`src/rtl/midi_voice_allocator_pkg.sv`:
```
// Shared MIDI constants, message kinds and parser state encoding for the voice allocator.
// Latency: n/a. Backpressure: n/a.
package midi_voice_allocator_pkg;

    localparam logic [3:0] STATUS_NOTE_OFF  = 4'h8;
    localparam logic [3:0] STATUS_NOTE_ON   = 4'h9;
    localparam logic [3:0] STATUS_CC        = 4'hB;
    localparam logic [6:0] CC_ALL_NOTES_OFF = 7'd123;
    localparam logic [6:0] CC_ALL_SOUND_OFF = 7'd120;

    typedef enum logic [1:0] {
        NOTE_OFF,
        NOTE_ON,
        CC,
        OTHER
    } msg_kind_t;

    typedef enum logic [1:0] {
        ST_IDLE,
        ST_DATA1,
        ST_DATA2
    } parse_state_t;

endpackage

```
`src/rtl/midi_byte_parser.sv`:
```
// MIDI byte-stream parser with running status; msg_valid is combinational in the cycle the second data byte arrives.
// Backpressure: none, one byte consumed per cycle while midi_valid is high.
module midi_byte_parser
    import midi_voice_allocator_pkg::*;
#(
    parameter int CHANNEL = 0
) (
    input  logic       clk,
    input  logic       rst,
    input  logic [7:0] midi_data,
    input  logic       midi_valid,
    output logic       msg_valid,
    output msg_kind_t  msg_kind,
    output logic [6:0] msg_d1,
    output logic [6:0] msg_d2
);

    parse_state_t state_q, state_d;
    msg_kind_t    kind_q, kind_d;
    logic [6:0]   d1_q, d1_d;

    always_ff @(posedge clk) begin
        if (rst) begin
            state_q <= ST_IDLE;
            kind_q  <= OTHER;
            d1_q    <= '0;
        end else begin
            state_q <= state_d;
            kind_q  <= kind_d;
            d1_q    <= d1_d;
        end
    end

    always_comb begin
        state_d   = state_q;
        kind_d    = kind_q;
        d1_d      = d1_q;
        msg_valid = 1'b0;
        msg_kind  = kind_q;
        msg_d1    = d1_q;
        msg_d2    = midi_data[6:0];
        // Realtime bytes (F8-FF) fall through untouched so they can interleave anywhere.
        if (midi_valid && (midi_data < 8'hF8)) begin
            if (midi_data >= 8'hF0) begin
                kind_d  = OTHER;
                state_d = ST_IDLE;
            end else if (midi_data[7]) begin
                state_d = ST_DATA1;
                if (midi_data[3:0] != 4'(CHANNEL)) begin
                    kind_d = OTHER;
                end else begin
                    case (midi_data[7:4])
                        STATUS_NOTE_OFF: kind_d = NOTE_OFF;
                        STATUS_NOTE_ON:  kind_d = NOTE_ON;
                        STATUS_CC:       kind_d = CC;
                        default:         kind_d = OTHER;
                    endcase
                end
            end else begin
                case (state_q)
                    ST_DATA1: begin
                        d1_d    = midi_data[6:0];
                        state_d = ST_DATA2;
                    end
                    ST_DATA2: begin
                        msg_valid = (kind_q != OTHER);
                        state_d   = ST_DATA1;
                    end
                    default: ;
                endcase
            end
        end
    end

endmodule

```
`src/rtl/midi_voice_allocator.sv`:
```
// Polyphonic voice allocator: MIDI note on/off to NUM_VOICES slots, free-first then LRU steal; outputs 1 cycle after the last byte.
// Backpressure: none, one byte consumed per cycle while midi_valid is high.
module midi_voice_allocator
    import midi_voice_allocator_pkg::*;
#(
    parameter int NUM_VOICES     = 4,
    parameter int VOICE_IDX_BITS = 2,
    parameter int CHANNEL        = 0
) (
    input  logic                      clk,
    input  logic                      rst,
    input  logic [7:0]                midi_data,
    input  logic                      midi_valid,
    output logic [NUM_VOICES*7-1:0]   voice_note,
    output logic [NUM_VOICES*7-1:0]   voice_velocity,
    output logic [NUM_VOICES-1:0]     voice_gate,
    output logic [NUM_VOICES-1:0]     voice_trigger,
    output logic                      steal
);

    logic       msg_valid;
    msg_kind_t  msg_kind;
    logic [6:0] msg_d1, msg_d2;

    midi_byte_parser #(.CHANNEL(CHANNEL)) u_parser (
        .clk        (clk),
        .rst        (rst),
        .midi_data  (midi_data),
        .midi_valid (midi_valid),
        .msg_valid  (msg_valid),
        .msg_kind   (msg_kind),
        .msg_d1     (msg_d1),
        .msg_d2     (msg_d2)
    );

    logic [6:0]                note_q [NUM_VOICES];
    logic [6:0]                vel_q  [NUM_VOICES];
    logic [VOICE_IDX_BITS-1:0] rank_q [NUM_VOICES];
    logic [NUM_VOICES-1:0]     gate_q, trigger_q;
    logic                      steal_q;

    logic [NUM_VOICES-1:0]     match_vec;
    logic                      match_found, free_found;
    logic [VOICE_IDX_BITS-1:0] match_idx, free_idx, oldest_idx, alloc_idx;
    logic                      do_alloc, do_release, do_all_off;

    assign do_alloc   = msg_valid && (msg_kind == NOTE_ON) && (msg_d2 != 7'd0);
    assign do_release = msg_valid && ((msg_kind == NOTE_OFF) ||
                                      ((msg_kind == NOTE_ON) && (msg_d2 == 7'd0)));
    assign do_all_off = msg_valid && (msg_kind == CC) &&
                        ((msg_d1 == CC_ALL_NOTES_OFF) || (msg_d1 == CC_ALL_SOUND_OFF));

    // Descending scans so the lowest matching index wins.
    always_comb begin
        match_vec   = '0;
        match_found = 1'b0;
        free_found  = 1'b0;
        match_idx   = '0;
        free_idx    = '0;
        oldest_idx  = '0;
        for (int i = NUM_VOICES - 1; i >= 0; i--) begin
            match_vec[i] = gate_q[i] && (note_q[i] == msg_d1);
            if (match_vec[i]) begin
                match_found = 1'b1;
                match_idx   = VOICE_IDX_BITS'(i);
            end
            if (!gate_q[i]) begin
                free_found = 1'b1;
                free_idx   = VOICE_IDX_BITS'(i);
            end
            if (rank_q[i] == VOICE_IDX_BITS'(NUM_VOICES - 1)) begin
                oldest_idx = VOICE_IDX_BITS'(i);
            end
        end
        alloc_idx = match_found ? match_idx : (free_found ? free_idx : oldest_idx);
    end

    always_ff @(posedge clk) begin
        if (rst) begin
            for (int i = 0; i < NUM_VOICES; i++) begin
                note_q[i] <= '0;
                vel_q[i]  <= '0;
                rank_q[i] <= VOICE_IDX_BITS'(NUM_VOICES - 1 - i);
            end
            gate_q    <= '0;
            trigger_q <= '0;
            steal_q   <= 1'b0;
        end else begin
            trigger_q <= '0;
            steal_q   <= 1'b0;
            if (do_alloc) begin
                note_q[alloc_idx]    <= msg_d1;
                vel_q[alloc_idx]     <= msg_d2;
                gate_q[alloc_idx]    <= 1'b1;
                trigger_q[alloc_idx] <= 1'b1;
                steal_q              <= !match_found && !free_found;
                // Younger-than-chosen voices age by one; ranks stay a permutation.
                for (int i = 0; i < NUM_VOICES; i++) begin
                    if (VOICE_IDX_BITS'(i) == alloc_idx) begin
                        rank_q[i] <= '0;
                    end else if (rank_q[i] < rank_q[alloc_idx]) begin
                        rank_q[i] <= rank_q[i] + VOICE_IDX_BITS'(1);
                    end
                end
            end else if (do_release) begin
                gate_q <= gate_q & ~match_vec;
            end else if (do_all_off) begin
                gate_q <= '0;
            end
        end
    end

    always_comb begin
        voice_note     = '0;
        voice_velocity = '0;
        for (int i = 0; i < NUM_VOICES; i++) begin
            voice_note[7*i +: 7]     = note_q[i];
            voice_velocity[7*i +: 7] = vel_q[i];
        end
    end

    assign voice_gate    = gate_q;
    assign voice_trigger = trigger_q;
    assign steal         = steal_q;

endmodule

```
`config.mk`:
```
export PLATFORM = sky130hd
export DESIGN_NAME = midi_voice_allocator
export DESIGN_NICKNAME = d
export VERILOG_FILES = /design/src/rtl/midi_voice_allocator_pkg.sv /design/src/rtl/midi_byte_parser.sv /design/src/rtl/midi_voice_allocator.sv
export SDC_FILE = /design/constraint.sdc
export NUM_CORES = 1
export LEC_CHECK = 0
export CAP_MARGIN = 20
export CORE_ASPECT_RATIO = 1.2
export CORE_MARGIN = 3
export CORE_UTILIZATION = 52
export CTS_BUF_LIST = sky130_fd_sc_hd__clkbuf_8
export DETAILED_ROUTE_END_ITERATION = 8
export PLACE_DENSITY = 0.83
export SLEW_MARGIN = 20
export SYNTH_ARGS = -nofsm -noshare
export SYNTH_HDL_FRONTEND = slang
export SYNTH_SLANG_ARGS = --single-unit
```
`constraint.sdc`:
```
create_clock -name clk -period 4.24 [get_ports clk]
set_input_delay 1.272 -clock clk [delete_from_list [all_inputs] [get_ports clk]]
set_output_delay 1.272 -clock clk [all_outputs]
set_load 0.02 [all_outputs]
```
# Yosys cells after proc, flatten, opt, wreduce, memory -nomap -nowiden
# Memory sizes are Yosys's and may differ from the RTL's.
# Cells that the tools add are included.
totals:
  wordCells: 180
  ramBits: 64
  in_bits: 11
  reg_bits: 20
  memories: 3
  out_inout_bits: 65
mem_list:
  columns: ["memory", "depth", "word_bits", "rd", "rd_ports_with_merged_regs", "write_ports", "line_no", "source"]
  rows:
  - ["note_q", 4, 7, 4, 0, 4, "midi_voice_allocator.sv:36", "logic [6:0] note_q [NUM_VOICES];"]
  - ["vel_q", 4, 7, 4, 0, 4, "midi_voice_allocator.sv:37", "logic [6:0] vel_q [NUM_VOICES];"]
  - ["rank_q", 4, 2, 5, 0, 4, "midi_voice_allocator.sv:38", "logic [VOICE_IDX_BITS-1:0] rank_q [NUM_VOICES];"]
classes:
  n_bitwise: 14
  order_cmp: 8
  reduce_logical: 31
  eq_ne: 21
  mux: 93
  addsub: 4
op_table:
  columns: ["cell", "count"]
  rows:
  - ["2-bit two-way mux", 29]
  - ["1-bit two-way mux", 56]
  - ["7-bit equality test", 4]
  - ["7-bit equality test (second input constant)", 2]
  - ["7-bit two-way mux", 2]
  - ["7-bit OR reduction", 2]
  - ["1-bit logical AND", 13]
  - ["2-bit equality test (second input constant)", 6]
  - ["4-bit equality test (second input constant)", 3]
  - ["4-bit two-way mux", 3]
  - ["2-bit by 1-bit adder with 2-bit output (second input constant)", 4]
  - ["8-bit greater-or-equal comparator (second input constant)", 1]
  - ["2-bit < comparator", 4]
  - ["8-bit < comparator (second input constant)", 1]
  - ["1-bit bitwise OR", 8]
  - ["4-bit nonzero test", 2]
  - ["7-bit zero test", 1]
  - ["7-bit nonzero test", 1]
  - ["2-bit case mux with 3 select lines", 1]
  - ["4-bit AND", 1]
  - ["2-bit by 1-bit equality test with 1-bit output (second input constant)", 2]
  - ["2-bit equality test (first input constant)", 2]
  - ["2-bit zero test", 2]
  - ["4-bit inverter", 1]
  - ["15 further kinds", 20]

# Longest topological paths before layout
# Gate-level depths: netlist of run 1.
# An unclocked memory read counts as a cell.
depth:
  word_depth: 15
  mapped_depth: 11
  ltp_nobuf: 10

# Modules after synthesis
# A second synthesis of run 1 with hierarchy kept.
hier_totals:
  cells_unflattened: 390
  hier_area_um2: 4181.5
by_module_without_submodules:
  columns: ["module", "instances", "seq_area_each_um2", "area_each_um2", "cells_each"]
  rows:
  - ["midi_voice_allocator", 1, 2102.0, 3598.5, 326]
  - ["midi_byte_parser", 1, 220.2, 583.1, 64]

# Least setup slack after synthesis of run 1
# No wires, ideal clock.
synth_timing:
  path_kind: "input port to flip-flop"
  start: "in midi_data[2]"
  end: "mem rank_q[0][0] (enable)"
  stages: 9
  t_required_ps: 3992
  setup_ps: 248
  arrival_time_ps: 3374
  path_slack_ps: 617
  n_path_buf: 0
  path_cell_list: "or4_1 > or3_1 > o21ai_1 > nor3_2 > inv_1 > nor2_1 > and2_1 > or2_1 > a31o_1"
synth_rtl:
  columns: ["item", "line_no", "source"]
  rows:
  - ["start: declaration", "midi_voice_allocator.sv:12", "input logic [7:0] midi_data,"]
  - ["end: declaration", "midi_voice_allocator.sv:38", null]

==> impl_metrics.yaml, run 1 <==
final_layout:
  final_cells: 535
  area_delta_synth_final_pct: 25.3
  multi_input_area_mm2: 0.00172
  fill_cells: 586
  register_area_mm2: 0.00232
  drive_gt1_share_pct: 14.2
  nNetsFinal: 453
  postLayoutCellArea_mm2: 0.00524
  antenna_cells: 0
  fin_util_pct: 67.5
floorplan:
  fp.dieH_um: 104
  io_pins: 76
  start_util_pct: 53.9
  rows: 35
  dieArea_mm2: 0.00915
  core_mm2: 0.00775
  die_width_um: 87.8
clock_tree:
  clk_latency_ns: 0.37
  postCtsHoldBufs: 0
  clock_sinks: 84
  postCtsResizedCells: 0
  cts_tree: "done"
  postCtsSetupBuffers: 0
  clk_pin_slew_ns: 0.09
  cts.path.max_buffers: 2
  root_buffer: "clkbuf_8"
  cts_buffers: 9
  htreeDepth: 3
sta:
  skew_ns: 0.0181
  rsz0062_at_grt: "false"
  period_needed_ns: 3.69
  finalCritPeriodShare_pct: 87.1
  slew_violations: 0
  fmax_mhz: 271
  setup_viol: 0
  worst_pin_slew_ns: 0.782
  timing_hold_violations_final: 0
  slew_headroom_pct: 47.7
  setup_tns_ns: 0
yosys:
  yosys.area.top_type: "edfxtp_1"
  ys_seq_area_share_pct: 55.6
  synth_edf_count: 64
  syn_nets: 371
  synth_area_mm2: 0.00418
  ys_ff_latch: 84
  ys.flop_type: "edfxtp_1"
  synthTopCellsByArea: "edfxtp_1, dfxtp_1, xnor2_1"
  syn_inst: 356
  async_reset_ff_share_pct: 0
  avgSynthCellArea_um2: 11.7
  yosys_warnings: 0
  synth.distinct_cells: 67
  yosysTopAreaCellShare_pct: 46.0
run:
  drv_cap: 0
detailed_routing:
  drt_first_pass_iters: 4
  vias_per_cell: 5.79
  postRouteAntennaNets: 0
  vias: 3100
  wire_per_inst_um: 19.5
  drc: 0
  wl_um: 10400
  drt_iter0_drc: 185
power_and_ir_drop:
  peakVddDrop_uv: 208
  p_per_area_mw_per_mm2: 302
  leakagePower_nw: 1.95
  p_total_mw: 1.58
global_routing:
  grt_use_total_pct: 24.0
  grt_max_degree: 31
  grt_pass1_wl_um: 16400
  antenna_found_initial: 0
  grt_pass1_vias: 3129
  grt-ovfl-total: 0
place:
  dp_hpwl_um: 7520
  gp_congestion: 0.849
  placed_area_mm2: 0.00506
  place_inst: 519
  portBuffers: 75
worst_hold_path:
  hold_path_class: "flip-flop to flip-flop"
setup_path:
  cp.arrival_ns: 3.76
  critPathLaunchType: "input pin"
  worst-setup-path-type: "input pin to flip-flop"
  worstSetupEndpointType: "flip-flop"
  cp.required_ns: 4.30
  rrSetupSlack_ns: 0.84
  crit_fanout: 14
status:
  outcome: "completed"
[worst paths after layout]
check,from,to,depth (start not counted)
hold reg to reg,u_parser.state_q[0],u_parser.state_q[0],2
setup / recovery,midi_data[7],vel_q[0][0],8
setup reg to reg,u_parser.msg_d1[3],rank_q[1][0],9
hold / removal,u_parser.state_q[0],u_parser.state_q[0],2
[state kept, by name (all words and copies together), names as in the netlist]
signal	cells
note_q	28
vel_q	28
rank_q	8
u_parser.msg_d1	7
voice_gate	4
voice_trigger	4
u_parser.msg_kind	2
u_parser.state_q	2
steal	1
[cell families after synthesis]
family / Yosys count / synth area share [%]
and+or+nand+nor: 149 / 21.9
DFF: 84 / 55.6
AOI/OAI and AO/OA: 48 / 8.59
xor gates and xnor gates: 32 / 6.71
buffers and inverters: 28 / 3.29
muxes: 8 / 1.92
adders and majority gates: 7 / 2.01
[cell usage after synthesis, types with 11 or more instances]
cell	number
edfxtp_1	64
and2_1	30
xnor2_1	24
and3_1	21
nor2_1	21
dfxtp_1	20
nand2_1	15
nand2b_1	13
o21ai_0	12
clkbuf_1	11
[cells in the final DEF (no fill, tap or decap), drive strengths merged, types with 3 or more instances in the layout]
cell / netlist / routed
a21oi: 6 / 6
a31oi: 3 / 3
and2: 31 / 31
and3: 29 / 29
buf: 9 / 16
clkbuf: 11 / 9
clkdlybuf4s50: 0 / 75
clkinv: 0 / 5
dfxtp: 20 / 20
edfxtp: 64 / 64
ha: 4 / 4
inv: 8 / 9
maj3: 3 / 3
mux2i: 8 / 8
nand2: 16 / 16
nand2b: 13 / 13
nand4: 7 / 7
nor2: 21 / 21
nor3: 5 / 5
nor4: 5 / 5
o21ai: 14 / 14
o31ai: 3 / 3
or2: 7 / 7
xnor2: 24 / 24
xor2: 8 / 8
[final cells by class]
type,instances,share of cell area (%)
timing repair buffer,91,16.6
clock inverter,7,0.980
inverter,8,0.574
multi-input combinational,244,32.9
sequential,84,44.4
clock buffer,9,2.37
tap,92,2.20
[per-stage QoR]
stage	worst slack (ns)	hold WS, ns
final	0.548	0.517
after global placement	0.245	0.472
after floorplan	0.617	0.452
after global routing	0.401	0.520
after detailed placement	0.186	0.494
after CTS	0.564	0.507
[per-layer routing]
layer	vias up	wire, um	track usage [%]
met4	0	393	11.2
met1	1521	4120	28.3
met3	30	495	5.39
met5	-	0	0
li1	1459	-	-
met2	90	5410	40.7
[worst max-delay path, cell delays in order]
cell	delay, ns
clkdlybuf4s50_1	0.50
or4b_2	0.72
nor3_2	0.35
inv_1	0.14
nor2_2	0.20
and2_1	0.21
or2_1	0.14
buf_4	0.23
[where the power goes]
part	leakage (nW)	internal (mW)	switching, mW	total (mW)
Clock	0.0872	0.214	0.304	0.518
Sequential	0.808	0.903	0.0176	0.920
Combinational	1.06	0.0650	0.0776	0.143
Total	1.95	1.18	0.399	1.58
Note: power is estimated with default switching activity, not from simulation.
==> inputs of run 2 (changes only) <==
Settings changed: CAP_MARGIN 20 to not set, CTS_BUF_LIST sky130_fd_sc_hd__clkbuf_8 to sky130_fd_sc_hd__clkbuf_4.
==> impl_metrics.yaml, run 2 (synthesis results as in run 1) <==
run:
  drv_cap: 0
floorplan:
  start_util_pct: 53.9
  rows: 35
  die_width_um: 87.8
  io_pins: 76
  core_mm2: 0.00775
  fp.dieH_um: 104
  dieArea_mm2: 0.00915
detailed_routing:
  drc: 0
  wire_per_inst_um: 19.3
  drt_first_pass_iters: 4
  vias: 3100
  postRouteAntennaNets: 0
  wl_um: 10300
  drt_iter0_drc: 215
  vias_per_cell: 5.79
sta:
  skew_ns: 0.0265
  slew_headroom_pct: 46.8
  period_needed_ns: 3.60
  setup_tns_ns: 0
  worst_pin_slew_ns: 0.796
  fmax_mhz: 278
  finalCritPeriodShare_pct: 84.9
  timing_hold_violations_final: 0
  rsz0062_at_grt: "false"
  setup_viol: 0
  slew_violations: 0
clock_tree:
  cts_tree: "done"
  clk_latency_ns: 0.44
  postCtsResizedCells: 0
  postCtsHoldBufs: 0
  cts.path.max_buffers: 2
  root_buffer: "clkbuf_4"
  clock_sinks: 84
  htreeDepth: 3
  postCtsSetupBuffers: 0
  clk_pin_slew_ns: 0.13
  cts_buffers: 9
final_layout:
  reg.largest.list: "note_q: 28 flops, vel_q: 28 flops, rank_q: 8 flops"
  final_cells: 535
  postLayoutCellArea_mm2: 0.00518
  area_delta_synth_final_pct: 23.9
  final_common_cell: "clkdlybuf4s50_1"
  multi_input_area_mm2: 0.00172
  register_area_mm2: 0.00232
  fill_cells: 593
  antenna_cells: 0
  final_cell_mix: "clkdlybuf4s50_1, edfxtp_1, and2_1, xnor2_1, and3_1"
  nNetsFinal: 453
  drive_gt1_share_pct: 14.2
setup_path:
  cp.required_ns: 4.40
  crit_chain: "clkdlybuf4s50_1 > or4_1 > or3_1 > o21ai_1 > nor3_2 > inv_1 > nor2_2 > and2_2 > or2_2"
  crit_fanout: 14
  worstSetupEndpointType: "flip-flop"
  worst-setup-path-type: "input pin to flip-flop"
  slowest_stage: "or4_1"
  crit_buf_inv: 2
  cp.arrival_ns: 3.76
  cpPeakStageDelay_ns: 0.57
  path_delay_family: "simple AND/OR/NAND/NOR gates"
  critPathLaunchType: "input pin"
global_routing:
  grt_use_total_pct: 23.7
  grt_max_degree: 31
  grt_pass1_wl_um: 16300
  grt-ovfl-total: 0
  antenna_found_initial: 0
  grt_pass1_vias: 3137
place:
  dp_hpwl_um: 7520
  placed_area_mm2: 0.00506
  gp_congestion: 0.849
  place_inst: 519
  portBuffers: 75
power_and_ir_drop:
  leakagePower_nw: 1.93
  peakVddDrop_uv: 166
  p_per_area_mw_per_mm2: 284
worst_hold_path:
  hold_path_class: "flip-flop to flip-flop"
status:
  outcome: "completed"
[run 2: cell types whose count changed in the layout (fill, tap and decap cells not counted)]
| cell | change |
|---|---|
| clkbuf_4 | +9 |
| clkbuf_8 | -9 |
[run 2: per-layer routing]
| metal | share of wire (%) | GRT usage (%) |
|---|---|---|
| met1 | 39 | 28.5 |
| met2 | 52 | 40.8 |
| met3 | 6.7 | 4.99 |
| met4 | 2.5 | 9.10 |
| met5 | 0 | 0 |
[run 2: worst reg2reg max path, stage by stage, from the launching register on]
cell,delay (ns)
dfxtp_1,0.64
xor2_1,0.16
or4_4,0.53
or2_4,0.25
a32o_2,0.38
nand2b_1,0.20
o2111ai_2,0.23
o31ai_2,0.28
a21oi_1,0.12
o21bai_1,0.29
[run 2: final timing paths]
| path | start | depth (start not counted) | to | slack (ns) |
|---|---|---|---|---|
| setup / recovery | midi_data[2] | 9 | vel_q[1][6] | 0.64 |
| hold / removal | u_parser.state_q[0] | 2 | u_parser.state_q[0] | 0.52 |
| setup reg to reg | u_parser.msg_d1[3] | 9 | rank_q[1][0] | 0.84 |
| hold reg to reg | u_parser.state_q[0] | 2 | u_parser.state_q[0] | 0.52 |
[run 2: final cells by class]
cell class,count,share of cell area [%]
Clock buffer,9,1.30
Clock inverter,7,0.991
Inverter,8,0.580
Multi-Input combinational cell,244,33.2
Sequential cell,84,44.8
Tap cell,92,2.22
Timing Repair Buffer,91,16.8
[run 2: power breakdown]
group / internal, mW / switching, mW
combinational: 0.0650 / 0.0769
clock: 0.122 / 0.284
sequential: 0.903 / 0.0177
total: 1.09 / 0.379
[run 2: through the flow]
stage / setup slack [ns] / hold WS (ns) / power, mW / utilization, %
after floorplan: 0.617 / 0.452 / 1.00 / -
after global placement: 0.245 / 0.472 / 1.08 / 65.3
after detailed placement: 0.186 / 0.494 / 1.08 / 65.3
after CTS: 0.657 / 0.513 / 1.48 / 66.8
after global routing: 0.495 / 0.526 / 1.52 / 66.8
final: 0.638 / 0.521 / 1.47 / 66.8
==> inputs of run 3 (changes only) <==
Settings changed: CORE_UTILIZATION 52 to 49, PLACE_DENSITY 0.83 to 0.82.
Clock period 4.24 ns to 2.9 ns, I/O delays scaled along.
==> impl_metrics.yaml, run 3 (synthesis results as in run 1) <==
status:
  outcome: "complete, but fails checks"
  failed_checks: "negative setup slack"
floorplan:
  dieArea_mm2: 0.00968
  rows: 36
  fp.dieH_um: 107
  die_width_um: 90.3
  core_mm2: 0.00820
  start_util_pct: 51.0
  io_pins: 76
clock_tree:
  htreeDepth: 3
  cts.path.max_buffers: 2
  clk_latency_ns: 0.44
  cts_tree: "done"
  root_buffer: "clkbuf_4"
  clk_pin_slew_ns: 0.14
  cts_buffers: 9
  clock_sinks: 84
  postCtsHoldBufs: 0
sta:
  setup_viol: 5
  slew_headroom_pct: 69.1
  slew_violations: 0
  fmax_mhz: 337
  worst_pin_slew_ns: 0.463
  skew_ns: 0.0243
  rsz0062_at_grt: "true"
  timing_hold_violations_final: 0
  finalWorstSetupSlack_ns: -0.0653
  period_needed_ns: 2.97
  finalCritPeriodShare_pct: 102
  timing.hold.ws_ns: 0.527
run:
  drv_cap: 0
place:
  dp_hpwl_um: 8800
  gp_congestion: 0.910
  placed_area_mm2: 0.00560
  portBuffers: 75
detailed_routing:
  drc: 0
  vias: 3475
  wire_per_inst_um: 18.7
  drt_iter0_drc: 247
  postRouteAntennaNets: 0
  drt_first_pass_iters: 5
  wl_um: 11700
  vias_per_cell: 5.56
setup_path:
  crit_fanout: 6
  cpPeakStageDelay_ns: 0.49
  cp.arrival_ns: 3.16
  critPathLaunchType: "flip-flop"
  worstSetupEndpointType: "flip-flop"
  r2r-start: "note_q[3][2]"
  slowest_stage: "or4_4"
  cp-startpoint: "note_q[3][2]"
  cp.required_ns: 3.10
  crit_path_frequent_cell: "buf_6"
  crit_chain: "xor2_1 > or4_4 > or2_4 > buf_6 > a32o_2 > buf_6 > nand2_4 > o2111a_4 > maj3_2 > a21oi_1 > or2_1"
  worst-setup-path-type: "flip-flop to flip-flop"
final_layout:
  multi_input_area_mm2: 0.00182
  nNetsFinal: 521
  fill_cells: 627
  antenna_cells: 0
  reg.largest.list: "note_q: 28 flops, vel_q: 28 flops, rank_q: 8 flops"
  register_area_mm2: 0.00233
  postLayoutCellArea_mm2: 0.00584
  drive_gt1_share_pct: 29.0
  area_delta_synth_final_pct: 39.8
  final_cell_mix: "buf_4, clkdlybuf4s50_1, edfxtp_1, and2_1, xnor2_1"
  final_common_cell: "buf_4"
worst_hold_path:
  hold_path_class: "flip-flop to flip-flop"
  min_from: "u_parser.state_q[0]"
power_and_ir_drop:
  peakVddDrop_uv: 298
  p_per_area_mw_per_mm2: 373
  leakagePower_nw: 2.34
global_routing:
  grt_pass1_wl_um: 18100
  grt_pass1_vias: 3474
  antenna_found_initial: 0
  grt_use_total_pct: 24.4
  grt_max_degree: 32
  grt-ovfl-total: 0
[run 3: stage by stage]
stage / setup slack [ns] / cells / power (mW) / setup TNS [ns] / utilization, %
after floorplan: -0.0681 / 356 / 1.47 / -1.05 / -
after global placement: -0.460 / 601 / 1.60 / -43.90 / 68.3
after detailed placement: -0.499 / 601 / 1.61 / -47.86 / 68.3
after CTS: -0.0654 / 621 / 2.19 / -0.202 / 70.4
after global routing: -0.150 / 625 / 2.25 / -1.27 / 71.3
final: -0.0653 / 625 / 2.18 / -0.161 / 71.3
[run 3: routing by layer]
metal  global-route usage (%)  vias to the layer above  wire length (um)  share of wire, %
li1                         -                     1596                 -                 -
met1                     28.2                     1703              4460                38
met2                     43.9                      140              6170                53
met3                     4.21                       36               560               4.8
met4                     11.7                        0               483               4.1
met5                        0                        -                 0                 0
[run 3: critical path: cells and delay by family, from the launching register on]
kind | cells | cell delay (ns)
buf+inv | 2 | 0.26
simple gates | 4 | 1.03
flops | 1 | 0.44
fa+ha+maj | 1 | 0.20
xor+xnor | 1 | 0.19
compound gates | 3 | 0.61
[run 3: path summary, 6_finish.rpt]
check | to | slack (ns) | cells past startpoint
setup / recovery | rank_q[3][0] | -0.07 | 11
hold / removal | u_parser.state_q[0] | 0.53 | 2
setup reg to reg | rank_q[3][0] | -0.07 | 11
hold reg to reg | u_parser.state_q[0] | 0.53 | 2
[run 3: layout make-up]
type,instances,share of cell area [%]
Clock inverter,5,0.514
Clock buffer,11,1.41
Inverter,8,0.514
Timing Repair Buffer,159,24.2
Multi-Input combinational cell,244,31.1
Tap cell,114,2.44
Sequential cell,84,39.8
[run 3: where the power goes]
part	internal [mW]	switching (mW)	leakage (nW)
registers	1.32	0.0225	0.809
clock network	0.194	0.396	0.0709
logic	0.118	0.126	1.46
[run 3: repair_timing]
action | 4_1_cts | 5_1_grt
setup endpoints to repair | 19 | 12
buffers inserted | 4 | 4
pin swaps | 6 | 6
cloned | 0 | 0
hold endpoints to repair | 0 | 0
resized for setup | 11 | 10
